==> config.mk <==
export PLATFORM = sky130hd
export DESIGN_NAME = ser_addsub_n
export DESIGN_NICKNAME = d
export VERILOG_FILES = /design/src/rtl/ser_addsub_n.sv
export SDC_FILE = /design/constraint.sdc
export NUM_CORES = 1
export LEC_CHECK = 0
export CAP_MARGIN = 20
export CORE_UTILIZATION = 56
export CTS_BUF_LIST = sky130_fd_sc_hd__clkbuf_16
export CTS_CLUSTER_SIZE = 24
export DETAILED_ROUTE_END_ITERATION = 10
export PLACE_DENSITY_LB_ADDON = 0.2
export SYNTH_ARGS = -nofsm -noshare
export SYNTH_HDL_FRONTEND = slang
export SYNTH_SLANG_ARGS = --single-unit
==> constraint.sdc <==
create_clock -name i_clk -period 3.65 [get_ports i_clk]
set_clock_uncertainty 0.1 [all_clocks]
set_input_delay 0.5475 -clock i_clk [delete_from_list [all_inputs] [get_ports i_clk]]
set_output_delay 0.5475 -clock i_clk [all_outputs]
set_load 0.05 [all_outputs]
==> src/rtl/ser_addsub_n.sv <==
// ser_addsub_n -- bit-serial adder/subtractor, LSB first, one bit per clock.
//
// A single full-adder slice with a registered carry walks through two
// WIDTH-bit operands. Each sum bit is shown on o_sum_bit as it is produced,
// and the parallel result plus carry-out and signed-overflow flags are
// presented together with a one-cycle o_done pulse.
//
// Ports:
//   i_clk        clock, rising edge
//   i_reset      asynchronous active-high reset
//   i_start      request a new operation (taken only while o_busy=0)
//   i_sub        0: a+b, 1: a-b (captured with i_start)
//   i_a, i_b     operands (captured with i_start)
//   o_busy       high for exactly WIDTH cycles per operation
//   o_sum_bit    current serial sum bit
//   o_sum_valid  o_sum_bit is meaningful (same as o_busy)
//   o_done       one-cycle pulse; o_result/o_cout/o_ovf valid
//   o_result     parallel sum/difference, held until the next op completes
//   o_cout       final carry-out (subtract: 1 = no borrow)
//   o_ovf        two's-complement overflow
//
// state | meaning
// IDLE  | waiting for i_start; o_done may be pulsing for the previous op
// RUN   | one operand bit pair consumed per clock

module ser_addsub_n #(
  parameter int WIDTH = 16
) (
  input  logic             i_clk,
  input  logic             i_reset,
  input  logic             i_start,
  input  logic             i_sub,
  input  logic [WIDTH-1:0] i_a,
  input  logic [WIDTH-1:0] i_b,
  output logic             o_busy,
  output logic             o_sum_bit,
  output logic             o_sum_valid,
  output logic             o_done,
  output logic [WIDTH-1:0] o_result,
  output logic             o_cout,
  output logic             o_ovf
);

  localparam int CW = (WIDTH > 2) ? $clog2(WIDTH) : 1;

  typedef enum logic {IDLE = 1'b0, RUN = 1'b1} state_t;

  state_t           r_state;
  state_t           w_next_state;

  logic [WIDTH-1:0] r_a;
  logic [WIDTH-1:0] r_b;
  logic             r_c;
  logic [CW-1:0]    r_cnt;
  // Only WIDTH-1 bits need to be kept: the final sum bit goes straight
  // into o_result on the last edge.
  logic [WIDTH-2:0] r_sh;
  logic             r_done;

  logic             w_s;
  logic             w_cy;
  logic             w_last;

  assign {w_cy, w_s} = {1'b0, r_a[0]} + {1'b0, r_b[0]} + {1'b0, r_c};
  assign w_last      = (r_cnt == CW'(WIDTH - 1));

  // State register
  always_ff @(posedge i_clk or posedge i_reset) begin
    if (i_reset) r_state <= IDLE;
    else         r_state <= w_next_state;
  end

  // Next-state logic
  always_comb begin
    w_next_state = r_state;
    case (r_state)
      IDLE: if (i_start) w_next_state = RUN;
      RUN:  if (w_last)  w_next_state = IDLE;
      default: w_next_state = IDLE;
    endcase
  end

  // Output logic; sum bit is gated so it reads 0 outside RUN
  always_comb begin
    o_busy      = (r_state == RUN);
    o_sum_valid = (r_state == RUN);
    o_sum_bit   = (r_state == RUN) & w_s;
    o_done      = r_done;
  end

  // Datapath
  always_ff @(posedge i_clk or posedge i_reset) begin
    if (i_reset) begin
      r_a      <= '0;
      r_b      <= '0;
      r_c      <= 1'b0;
      r_cnt    <= '0;
      r_sh     <= '0;
      r_done   <= 1'b0;
      o_result <= '0;
      o_cout   <= 1'b0;
      o_ovf    <= 1'b0;
    end else begin
      r_done <= 1'b0;
      case (r_state)
        IDLE: begin
          if (i_start) begin
            // Subtraction as a + ~b + 1: invert b, seed carry with 1.
            r_a   <= i_a;
            r_b   <= i_sub ? ~i_b : i_b;
            r_c   <= i_sub;
            r_cnt <= '0;
          end
        end
        RUN: begin
          r_a   <= {1'b0, r_a[WIDTH-1:1]};
          r_b   <= {1'b0, r_b[WIDTH-1:1]};
          r_c   <= w_cy;
          r_cnt <= r_cnt + CW'(1);
          r_sh  <= (WIDTH-1)'({w_s, r_sh} >> 1);
          if (w_last) begin
            o_result <= {w_s, r_sh};
            o_cout   <= w_cy;
            // r_c is the carry into the MSB on this last bit.
            o_ovf    <= r_c ^ w_cy;
            r_done   <= 1'b1;
          end
        end
        default: ;
      endcase
    end
  end

endmodule

# == Word level (Yosys, flattened, before mapping) ==
# Index checks and enable logic that the tools add are counted.
# totals
reg_bits,72
latch_bits,0
mem_bits_rw,0
mem_bits_ro,0
inputBits,36
out_inout_bits,22
wordCells,34
n_memories,0
# op_classes
addsub,3
n_mul,0
n_div,0
magnitude_cmp,0
eq_ne,2
shift,0
mux,14
bitwise,4
reduce_logical,1
# ops
cell,count
case mux 16 bit (2 select lines),2
2-to-1 mux 16 bit,3
inverter 16 bit,1
case mux 4 bit (2 select lines),1
2-to-1 mux 1 bit,5
adder 4 x 1 -> 4 bit (second input constant),1
== test 4 bit (second input constant),1
2-to-1 mux 4 bit,1
case mux 1 bit (2 select lines),2
adder 1 x 1 -> 2 bit,1
adder 2 x 1 -> 2 bit,1
!= test 2 bit (second input constant),1
AND reduction 2 bit,1
bitwise AND 1 bit,1
inverter 1 bit,1
bitwise XOR 1 bit,1

# == Longest topological paths before layout ==
# logic_depth
ltp_word,4
ltp_mapped,5
mapped_depth_nobuf,4

# == Least setup slack after synthesis ==
# OpenSTA, ideal clock, no wires.
# synth_path
kind,reg2out
from,"register r_state, in the netlist o_busy"
to,output port o_sum_bit
arrival_ps,1654
required_time_ps,3002
path_slack_ps,1349
path_stages_with_launch,5
path_buffers,3
cell_sequence,dfrtp_1 -> buf_4 -> buf_2 -> buf_2 -> and2_1
# synth_via
elab_chain_len,1
# synth_lines
element,line_no,source
start: declaration,48,state_t r_state;
start signal: assignment,70,else r_state <= w_next_state;
bitwise AND 1 bit,87,o_sum_bit = (r_state == RUN) & w_s;
end: declaration,36,"output logic o_sum_bit,"
# Every way passes these cells.

# == Worst setup path in the final report ==
# layout_path
from,register r_a[0]
to,output port o_sum_bit
# layout_via
elab_chain_len,3
# layout_lines
element,line_no,source
start: declaration,51,logic [WIDTH-1:0] r_a;
start signal: assignment,109,r_a <= i_a;
start signal: assignment,116,"r_a <= {1'b0, r_a[WIDTH-1:1]};"
adder 1 x 1 -> 2 bit,64,"assign {w_cy, w_s} = {1'b0, r_a[0]} + {1'b0, r_b[0]} + {1'b0, r_c};"
adder 2 x 1 -> 2 bit,64,
net w_s,60,logic w_s;
bitwise AND 1 bit,87,
# The timed path passes the listed nets, and every way through them passes these cells.

==> reports/results.txt <==
The first TritonRoute pass finished after 4 iterations. Yosys printed 0 warnings. The run gives 0.324 ns as the final hold slack. TritonCTS built the clock tree. Gates resized during post-CTS repair numbered 0. The via count of the first global-routing pass is 2122. The worst setup path is captured at an output pin. The height of the die is 78.5 um, and the share of post-route cells with drive strength above 1 is 0.173.

The path class of the tightest hold or removal check is in2async. The final hold violation count is 0, and the delay of the slowest cell on the worst path is 0.79 ns. The slew at the pin closest to its max-slew limit was 1.04 ns; the half-perimeter wire length of the detailed placement result was 3560 um. The tools report the maximum buffer depth of the clock tree as 2. The share of the cycle needed by the critical path after routing is 0.796. The worst path in the final design needs a cycle of 2.91 ns, including I/O delays and setup. Static timing analysis puts the maximum clock frequency at 344 MHz. After detailed routing, the number of vias per cell comes to 5.20. From left edge to right edge, the die measures 78.5 um. The signed area change from the synthesized netlist to the final layout works out to 26.2%. Synthesis produced a netlist with a net count of 297. The library cell used most frequently in the layout, excluding fill and tap cells, is sky130_fd_sc_hd__dfrtp_1. The top layer reached by signal wires is met4. Across the VDD grid, the largest voltage drop is 510 uV.

For the endpoint required time on the critical path, the log shows 3.00 ns. The floorplan step defined a core boundary enclosing 5570 sq um. The critical path goes through fa_1 > and2_1 > clkdlybuf4s50_1.

Setup violations remaining at the end of the flow were counted as 0. Wire segments on met3 add up to 196 um in the final route. The later pin in the worst-skew pair is clocked with a latency of 0.32 ns. The run gives 0.216 as the global routing usage summed across all routing layers. The setup TNS after final layout is 0 ns.

In this run the tool buffered the top-level ports with 57 buffer cells. Yosys mapped the design onto 25 distinct sky130hd cell types. The number of cells produced by synthesis was 259; the share of synthesized area occupied by flip-flops and latches was 0.550. For this design, the sink count on the clock tree is 72. The tool flagged a number of max-cap violations equal to 0.

For the starting density of the core, the log shows 0.587. The run gives 49 as the pin count of the biggest net entering global routing. At the end of the flow, the number of nets in the layout was 351. The first global-routing pass estimated 10000 um of wire.

In the detailed route, the total length drawn on met2 is 2860 um. The flow ran to the end, and the final reports show no timing, DRC or antenna violations. 0 antenna diodes ended up in the layout. The post-CTS setup-driven buffer insertion count was 0.

Global routing finished with a remaining overflow of 0. The length in cells of the worst reg-to-reg path works out to 3. The average wire per standard cell is 14.4 um, and the max-slew violation total from the final report is 0. The logs give 2.26 ns for the arrival time at the worst endpoint and 0.744 ns for the final worst slack.

The final route contains 2028 vias. Clock-pin slew was measured on the worst setup and hold paths at 0.05 ns. The type of origin of the critical path is a flip-flop. The number of synthesized register bits is 72, and the relative max-transition margin is 0.309. The top-level port count is 58, and the power density over the cells is 872 nW/um^2. The first routing iteration left 85 violations. For this design, the slowest cell found on the critical path is sky130_fd_sc_hd__clkdlybuf4s50_1.

For the post-route antenna net violation count, the log shows 0. In the layout the commonest cells are 71 x sky130_fd_sc_hd__dfrtp_1, 56 x sky130_fd_sc_hd__clkdlybuf4s50_1, 34 x sky130_fd_sc_hd__nand2_1, 33 x sky130_fd_sc_hd__mux2i_1, 19 x sky130_fd_sc_hd__o21ai_0. The clock tree synthesis step divided the H-tree into 3 levels. The tools report the area of the die as 6150 sq um. Buffers inserted to repair hold after CTS numbered 0. For the final wirelength, the log shows 5620 um.

Summing every instance area after synthesis gives 3270 sq um. The maximum fanout along the worst path was 3; the cell area after layout was 4130 sq um. The cell chosen for the clock root was sky130_fd_sc_hd__clkbuf_16. The count of standard-cell rows was 27; the post-route DRC violation count was 0. The critical path is of the reg2out type. The number of buffers created by CTS is 9.

The run gives 3820 sq um as the instance area at placement. Before CTS, the worst setup slack after placement is 1.07 ns. The sum of routed wire segments on met1 is 2480 um, and the initial antenna violation count is 0. At the end of routability-driven placement, the weighted congestion stood at 0.696. The static leakage power was 0.00197 uW. After synthesis, the mean cell area works out to 12.6 sq um. Setup repair after global routing left no endpoint under its margin.
[registers in the layout, summed over array words and instances, names as in the netlist]
signal	count
r_sh	15
r_c	1
o_result	16
r_cnt	4
r_b	16
o_done	1
r_a	16
o_cout	1
o_busy	1
o_ovf	1
[cells in the mapped netlist]
| master | n | area, sq um |
|---|---|---|
| sky130_fd_sc_hd__a211oi_1 | 1 | 7.51 |
| sky130_fd_sc_hd__a22o_1 | 1 | 8.76 |
| sky130_fd_sc_hd__and2_1 | 1 | 6.26 |
| sky130_fd_sc_hd__buf_2 | 8 | 40.0 |
| sky130_fd_sc_hd__buf_4 | 4 | 30.0 |
| sky130_fd_sc_hd__buf_6 | 4 | 45.0 |
| sky130_fd_sc_hd__buf_8 | 1 | 15.0 |
| sky130_fd_sc_hd__clkbuf_1 | 2 | 7.51 |
| sky130_fd_sc_hd__dfrtp_1 | 72 | 1800 |
| sky130_fd_sc_hd__fa_1 | 1 | 20.0 |
| sky130_fd_sc_hd__ha_1 | 1 | 12.5 |
| sky130_fd_sc_hd__inv_1 | 2 | 7.51 |
| sky130_fd_sc_hd__mux2_2 | 15 | 169 |
| sky130_fd_sc_hd__mux2_4 | 17 | 255 |
| sky130_fd_sc_hd__mux2i_1 | 33 | 330 |
| sky130_fd_sc_hd__nand2_1 | 34 | 128 |
| sky130_fd_sc_hd__nand2b_1 | 2 | 12.5 |
| sky130_fd_sc_hd__nand3_1 | 1 | 5.00 |
| sky130_fd_sc_hd__nand4_2 | 1 | 12.5 |
| sky130_fd_sc_hd__nor2_1 | 4 | 15.0 |
| sky130_fd_sc_hd__o21ai_0 | 19 | 95.1 |
| sky130_fd_sc_hd__o21ai_1 | 15 | 75.1 |
| sky130_fd_sc_hd__or2b_1 | 1 | 7.51 |
| sky130_fd_sc_hd__xnor2_1 | 3 | 26.3 |
| sky130_fd_sc_hd__xor2_1 | 16 | 140 |
[layout make-up]
cell class / count / area [sq um]
Fill cell: 399 / 1440
Tap cell: 72 / 90.1
Sequential cell: 72 / 1800
Inverter: 2 / 7.51
Multi-Input combinational cell: 166 / 1330
Clock buffer: 9 / 225
Clock inverter: 7 / 62.6
Timing Repair Buffer: 62 / 616
[worst max-delay path: cells and delay by family, from the launching register on]
kind	cells	cell delay (ns)
buffers and inverters	1	0.79
AND/OR/NAND/NOR	1	0.15
flip-flops	1	0.40
adder cells (fa/ha/maj)	1	0.59
[metal layers]
metal / global-route usage / vias up
met5: 0 / -
met4: 0.109 / 0
met3: 0.0535 / 7
met2: 0.348 / 47
met1: 0.272 / 988
li1: - / 986
[where the power goes]
part           switching [uW]  internal (uW)  total [uW]
clock                     317            521         838
combinational             767            640        1410
sequential                226           1130        1360
[path summary, 6_finish.rpt]
| check | slack [ns] | from | to |
|---|---|---|---|
| worst max-delay path | 0.74 | r_a[0] | o_sum_bit |
| worst min-delay path | 0.32 | i_reset | r_b[3] |
| worst max register to register | 1.58 | r_cnt[0] | o_result[11] |
| worst min register to register | 0.38 | r_a[4] | r_a[3] |
| max in group asynchronous | 2.44 | i_reset | o_result[11] |
| min in group i_clk | 0.38 | r_a[4] | r_a[3] |
[cells by family (layout without fill, tap and decap cells)]
logic type | count (synthesis) | count (layout) | synth area share
mux | 65 | 65 | 0.231
simple gates | 44 | 44 | 0.0570
flops | 72 | 72 | 0.550
fa+ha+maj | 2 | 2 | 0.00994
xor+xnor | 19 | 19 | 0.0508
buf+inv | 21 | 80 | 0.0443
compound gates | 36 | 36 | 0.0570
[metrics by stage]
stage,std cells,utilization,total power [uW]
CTS,389,0.737,3640
global route,390,0.741,3820
detailed placement,373,0.686,2780
global placement,373,0.686,2720
finish,390,0.741,3600
floorplan,259,-,2390
Note: power is estimated with default switching activity, not from simulation.
